### src/rtl/synth_pkg.sv
// Shared definitions for the synth voice datapath: default word width and sweep FSM encoding.
package synth_pkg;
  localparam int FREQ_W_DEF = 24;

  typedef logic [0:0] state_t;
  localparam state_t ST_IDLE  = 1'b0;
  localparam state_t ST_SWEEP = 1'b1;
endpackage

### src/rtl/glide_step.sv
// One glide step toward the target; purely combinational, zero latency.
// Sum/difference carry one extra bit so an overshoot clamps to tgt instead of wrapping.
module glide_step #(
  parameter int FREQ_W = synth_pkg::FREQ_W_DEF
) (
  input  logic [FREQ_W-1:0] cur,
  input  logic [FREQ_W-1:0] tgt,
  input  logic [FREQ_W-1:0] rate,
  output logic [FREQ_W-1:0] next
);
  logic [FREQ_W:0] w_sum;
  logic [FREQ_W:0] w_diff;

  assign w_sum  = {1'b0, cur} + {1'b0, rate};
  assign w_diff = {1'b0, cur} - {1'b0, rate};

  always_comb begin
    next = cur;
    if (cur < tgt) begin
      next = (w_sum < {1'b0, tgt}) ? w_sum[FREQ_W-1:0] : tgt;
    end else if (cur > tgt) begin
      // w_diff[FREQ_W] set means the subtraction borrowed past zero
      next = (!w_diff[FREQ_W] && (w_diff[FREQ_W-1:0] > tgt)) ? w_diff[FREQ_W-1:0] : tgt;
    end
  end
endmodule

### src/rtl/glide_sched.sv
// Time-shares one glide_step across NUM_VOICES voices, one voice per cycle after each sample tick.
// Results are registered (1 cycle after processing); notes are held off while a sweep runs or a tick is pending.
module glide_sched
  import synth_pkg::*;
#(
  parameter int NUM_VOICES = 4,
  parameter int FREQ_W     = FREQ_W_DEF
) (
  input  logic                          CLK,
  input  logic                          RESET,
  input  logic                          sample_tick,
  input  logic [FREQ_W-1:0]             rate,
  input  logic                          note_valid,
  output logic                          note_ready,
  input  logic [$clog2(NUM_VOICES)-1:0] note_voice,
  input  logic [FREQ_W-1:0]             note_freq,
  input  logic                          note_legato,
  output logic [FREQ_W-1:0]             freq_out,
  output logic [$clog2(NUM_VOICES)-1:0] freq_voice,
  output logic                          freq_valid,
  output logic                          overrun
);
  localparam int VW = $clog2(NUM_VOICES);
  localparam logic [VW-1:0] LAST_VOICE = VW'(NUM_VOICES - 1);

  logic [FREQ_W-1:0] r_cur [NUM_VOICES];
  logic [FREQ_W-1:0] r_tgt [NUM_VOICES];
  state_t            r_state;
  logic [VW-1:0]     r_idx;
  logic              r_pend;
  logic              r_overrun;
  logic              r_freq_valid;
  logic [FREQ_W-1:0] r_freq_out;
  logic [VW-1:0]     r_freq_voice;

  logic              w_note_acc;
  logic [FREQ_W-1:0] w_next;

  assign note_ready = !RESET && (r_state == ST_IDLE) && !r_pend;
  assign w_note_acc = note_valid && note_ready;

  glide_step #(.FREQ_W(FREQ_W)) u_step (
    .cur  (r_cur[r_idx]),
    .tgt  (r_tgt[r_idx]),
    .rate (rate),
    .next (w_next)
  );

  always_ff @(posedge CLK) begin
    if (RESET) begin
      r_state      <= ST_IDLE;
      r_idx        <= '0;
      r_pend       <= 1'b0;
      r_overrun    <= 1'b0;
      r_freq_valid <= 1'b0;
      r_freq_out   <= '0;
      r_freq_voice <= '0;
      for (int v = 0; v < NUM_VOICES; v++) begin
        r_cur[v] <= '0;
        r_tgt[v] <= '0;
      end
    end else begin
      r_freq_valid <= 1'b0;
      case (r_state)
        ST_IDLE: begin
          if (w_note_acc) begin
            r_tgt[note_voice] <= note_freq;
            if (!note_legato) r_cur[note_voice] <= note_freq;
          end
          if (sample_tick || r_pend) begin
            r_state <= ST_SWEEP;
            r_idx   <= '0;
            // a pending tick is consumed here; a fresh tick in the same cycle takes its place
            r_pend  <= sample_tick && r_pend;
          end
        end
        ST_SWEEP: begin
          r_cur[r_idx] <= w_next;
          r_freq_valid <= 1'b1;
          r_freq_out   <= w_next;
          r_freq_voice <= r_idx;
          r_idx        <= r_idx + 1'b1;
          if (r_idx == LAST_VOICE) r_state <= ST_IDLE;
          if (sample_tick) begin
            if (r_pend) r_overrun <= 1'b1;
            else        r_pend    <= 1'b1;
          end
        end
        default: r_state <= ST_IDLE;
      endcase
    end
  end

  assign freq_valid = r_freq_valid;
  assign freq_out   = r_freq_out;
  assign freq_voice = r_freq_voice;
  assign overrun    = r_overrun;
endmodule

### config.mk
export PLATFORM = sky130hd
export DESIGN_NAME = glide_sched
export DESIGN_NICKNAME = d
export VERILOG_FILES = /design/src/rtl/synth_pkg.sv /design/src/rtl/glide_step.sv /design/src/rtl/glide_sched.sv
export SDC_FILE = /design/constraint.sdc
export NUM_CORES = 1
export LEC_CHECK = 0
export ABC_AREA = 1
export CORE_MARGIN = 4
export CORE_UTILIZATION = 63
export CTS_CLUSTER_DIAMETER = 40
export DETAILED_ROUTE_END_ITERATION = 16
export DONT_BUFFER_PORTS = 1
export PLACE_DENSITY = 0.75
export SYNTH_ARGS = -nofsm -noshare
export SYNTH_HDL_FRONTEND = slang
export SYNTH_SLANG_ARGS = --single-unit
### constraint.sdc
create_clock -name CLK -period 13.85 [get_ports CLK]
set_clock_uncertainty 0.05 [all_clocks]
set_input_delay 0.6925 -clock CLK [delete_from_list [all_inputs] [get_ports CLK]]
set_output_delay 0.6925 -clock CLK [all_outputs]
set_load 0.02 [all_outputs]
==> Word-level counts from Yosys, hierarchy flattened <==
Memory sizes are Yosys's and may differ from the RTL's. A register that Yosys moved wholly into a read port is not among the register bits.
Index checks and enable logic that the tools add are counted.
W data, S select, Z words.
{ "totals": {"regBits": 32, "ramBits": 192, "input_bits": 55, "output_inout_bits": 29, "wordCells": 73, "mem_count": 2} }
{ "op_classes": {"n_addsub": 3, "magnitude_cmp": 4, "n_eq_ne": 3, "mux": 39, "bitwise_logic": 1, "n_reduce_logical": 14} }
{ "mem_list": {"columns": ["memory", "depth", "width", "read_ports", "rd_ports_with_merged_regs", "wr", "line_no", "text"], "rows": [
  ["r_cur", 4, 24, 1, 1, 4, "glide_sched.sv:26", "logic [FREQ_W-1:0] r_cur [NUM_VOICES];"],
  ["r_tgt", 4, 24, 1, 1, 4, "glide_sched.sv:27", "logic [FREQ_W-1:0] r_tgt [NUM_VOICES];"]
]} }
{ "op_table": {"columns": ["cell", "n"], "rows": [
  ["$mux W24", 7],
  ["$reduce_or A24 Y1", 3],
  ["$gt A24 B24 Y1", 2],
  ["$add A24 B24 Y25", 1],
  ["$lt A25 B24 Y1", 1],
  ["$sub A24 B24 Y25", 1],
  ["$lt A24 B24 Y1", 1],
  ["$mux W1", 21],
  ["$mux W2", 8],
  ["$logic_and A1 B1 Y1", 5],
  ["$pmux W1 S2", 2],
  ["$pmux W2 S2", 1],
  ["$logic_not A1 Y1", 3],
  ["$reduce_and A3 Y1", 1],
  ["$add A2 B1 Y2 const B", 1],
  ["$eq A2 B2 Y1 const B", 1],
  ["$ne A2 B1 Y1 const B", 1],
  ["$ne A2 B2 Y1 const B", 1],
  ["$reduce_and A2 Y1", 1],
  ["$logic_or A1 B1 Y1", 1],
  ["$not A1 Y1", 1]
]} }

==> Logic depth before layout (Yosys ltp) <==
{ "depth": {"ltp_word": 11, "depth_mapped": 37, "ltp_nobuf": 33} }

==> Cells and area by module <==
Synthesis repeated with hierarchy kept, for this count alone.
{ "unflattened": {"cells_unflattened": 2138, "area_unflattened_um2": 16150.5} }
{ "by_module_without_submodules": {"columns": ["mod", "n_inst", "cells_per_inst", "area_per_inst_um2", "seq_area_each_um2"], "rows": [
  ["glide_sched", 1, 889, 9401.5, 6446.2],
  ["glide_step", 1, 1249, 6749.0, 0.0]
]} }

==> Worst setup path before layout <==
No wires, ideal clock.
{ "synth_path": {"path_type": "register to register", "start": "register (tool-made name)", "end": "memory r_cur[0][23] (netlist bit), data pin", "setup_ns": 0.270, "t_arrival_ns": 4.497, "required_ns": 13.530, "slack_ns": 9.033, "stages_incl_launch_ff": 35, "path_buffers": 4, "period_less_slack_ns": 4.817, "cell_sequence": "dfxtp_1 > buf_2 > inv_1 > buf_2 > buf_1 > nand2_1 > a32oi_1 > inv_1 > fa_1 > inv_1 > nand2_1 > o21ai_1 > nand2_1 > nand2_1 > nand2_1 > nand2_1 > xor2_1 > inv_1 > ha_1 > nand2_1 > nor2_1 > nand2_1 > nor3_1 > nand2_1 > nand3_1 > nand2_1 > nor2_1 > buf_2 > nand2_1 > nand3_1 > nand2_1 > nand2_1 > nand2_1 > nand2_1 > a21oi_1"} }
{ "synth_lines": {"columns": ["item", "line_no"], "rows": [
  ["to (decl)", "glide_sched.sv:26"]
]} }

==> reports/metrics.yaml <==
setup_path:
  crit_path_end_kind: "flop"
  critPathKind: "reg -> reg"
  slowest_stage: "dfxtp_1"
  cp_max_fo: 39
  cp.required_ns: 14.02
  reg2reg_depth: 32
  start_kind: "flop"
  cp_top_family: "simple AND/OR/NAND/NOR gates"
  path_depth: 32
  crit_path_max_incr_delay_ns: 0.96
  crit_top_cell: "nand2_1"
  crit_buf_inv: 5
  cp.arrival_ns: 7.46
power:
  peakVddDrop_uv: 113
  sequentialPowerShare_pct: 34.2
  p_int_uw: 1470
  clock_power_share_pct: 21.8
  power_density_nw_per_um2: 158
  p_sw_uw: 1100
  combPwrFrac_pct: 44.0
  p_leak_uw: 0.00761
  finalPower_uw: 2570
  switching_share_pct: 42.7
logic_synthesis:
  synth_seq_cells: 226
  seq_area_frac_synth_pct: 41.7
  synth-async-reset-ratio_pct: 0
  ys_types: 51
  synthTopCellsByArea: "edfxtp_1 37%, nand2_1 13%, ha_1 10%"
  yosys_warnings: 0
  synth_top_cell_by_area: "edfxtp_1"
  synth_flop_cell: "edfxtp_1"
  synth_area_per_cell_sq_um: 7.88
  synth.top_cell.area_share_pct: 37.3
  netlist_area_sq_um: 15500
  synthCells: 1961
  yosysMostFrequentCell: "nand2_1"
  synth_edf_count: 192
  synth_common_cells: "520 x nand2_1, 226 x nor2_1, 198 x inv_1, 192 x a21oi_1, 192 x edfxtp_1"
  syn-num-nets: 2145
floorplan:
  die_h_um: 165
  rows: 57
  core-area_sq_um: 24200
  die_w_um: 165
  die-area_sq_um: 27100
  start_util_pct: 63.7
  io-pin-count: 84
layout:
  final_nets: 2107
  multiInputGateArea_sq_um: 7900
  drive_above_1_share_pct: 5.63
  n_fill_cell: 2082
  fin_cells: 2263
  register_area_sq_um: 6450
  area_delta_synth_final_pct: 5.68
cts:
  ctsResizeCount: 0
  clkSinkCount: 226
  cts-root-buf: "clkbuf_16"
  clk_pin_slew_worst_paths_ns: 0.06
  cts.htree.levels: 1
  post_cts_buffers: 0
  cts.path.max_buffers: 3
  cts_tree: "built"
  cts_buffers: 21
  holdBufCountCts: 0
  clock_latency_ns: 0.50
placement:
  place_hpwl_mm: 34.8
  placedCellCount: 2224
  dp_slack_ns: 6.71
  gp_congestion: 0.950
  io_buffers: 0
sta:
  max_freq_mhz: 137
  worst_slack_ns: 6.56
  tightestPinTransition_ns: 1.18
  slew_headroom_pct: 21.2
  rsz0062_at_grt: "no"
  setup_viol: 0
  hold_viol: 0
  timing.hold.ws_ns: 0.251
  final.min_clock_period_ns: 7.29
  drv_slew: 0
  min_period_over_period_pct: 52.7
  final.setup.tns_ns: 0
hold_path:
  min_path_type: "in -> reg"
  whs_path_depth: 1
detailed_routing:
  via_per_inst: 6.12
  dr.pass1.iters: 6
  drt-wirelength-per-cell_um: 21.5
  vias: 13856
  first_iter_violations: 1788
  drc: 0
  drtAntennaViolNets: 0
  routed_wl_mm: 48.6
grt:
  grt_pass1_wl_mm: 74.0
  grt-ovfl-total: 0
  track_usage_pct: 35.5
  grt_max_degree: 85
  grt_antenna_before_repair: 2
  first_global_vias: 13468
run:
  maxCapViolations: 0
run_status:
  status: "completed"
[path summary, 6_finish.rpt]
kind | slack (ns) | endpoint | from
setup / recovery | 6.56 | r_cur[1][3]$_SDFFCE_PN0P_ | flop
hold / removal | 0.25 | r_pend$_SDFFE_PP0P_ | RESET
setup reg to reg | 6.56 | r_cur[1][3]$_SDFFCE_PN0P_ | flop
hold reg to reg | 0.50 | r_pend$_SDFFE_PP0P_ | r_pend$_SDFFE_PP0P_
[logic make-up after synthesis]
family          after synthesis  share of synthesized area, %
compound gates              357                          13.1
fa+ha+maj                   129                          10.5
xor+xnor                     34                          1.93
flops                       226                          41.7
simple gates                929                          25.3
buf+inv                     286                          7.40
[cell usage in the layout, fill, tap and decap left out, types with 5 or more instances in the layout]
cell	count
nor2_1	223
inv_1	197
nand2_1	520
o211ai_1	5
o21bai_1	11
nand4_1	17
edfxtp_1	192
nand3_1	102
nand2_2	18
buf_4	19
clkbuf_1	5
dfxtp_1	33
xor2_1	33
inv_2	8
o21ai_0	80
nor3_1	15
a32oi_1	11
ha_1	127
o22ai_1	25
nor2_2	6
clkbuf_16	21
a21oi_1	192
nand3_2	13
a32o_1	15
[registers in the layout (all words and copies together) (netlist names), named ones only]
name	cells
r_state	1
overrun	1
r_pend	1
r_cur	96
freq_valid	1
r_tgt	96
freq_voice	2
freq_out	24
r_idx	2
[power groups by stage]
stage	clock network (uW)	logic [uW]	registers [uW]
after floorplan	0	809	876
after detailed placement	0	1090	893
after global placement	0	1070	892
after CTS	559	1100	879
final	562	1130	879
after global routing	587	1250	886
[metal layers]
layer,up-vias,wire (um),track usage [%],share of wire [%]
met5,-,0,0,0
met1,6402,18200,46.4,38
met4,0,2060,13.8,4.2
met3,143,6040,7.66,12
li1,6497,-,-,-
met2,814,22200,58.0,46
[metrics by stage]
step / cell area (sq um) / util [%]
finish: 16300 / 67.3
CTS: 16300 / 67.3
global placement: 15700 / 64.6
floorplan: 15500 / -
global route: 16300 / 67.3
detailed placement: 15700 / 64.6
[layout make-up]
cell class	count	area share [%]
multi-input cells	1449	48.4
flip-flops and latches	226	39.5
repair buffers	19	0.873
well taps	324	2.48
clock buffers	29	3.59
diodes	2	0.0306
inverters	206	4.73
clock inverters	8	0.460
No activity file was read; power rests on OpenSTA's default activity.
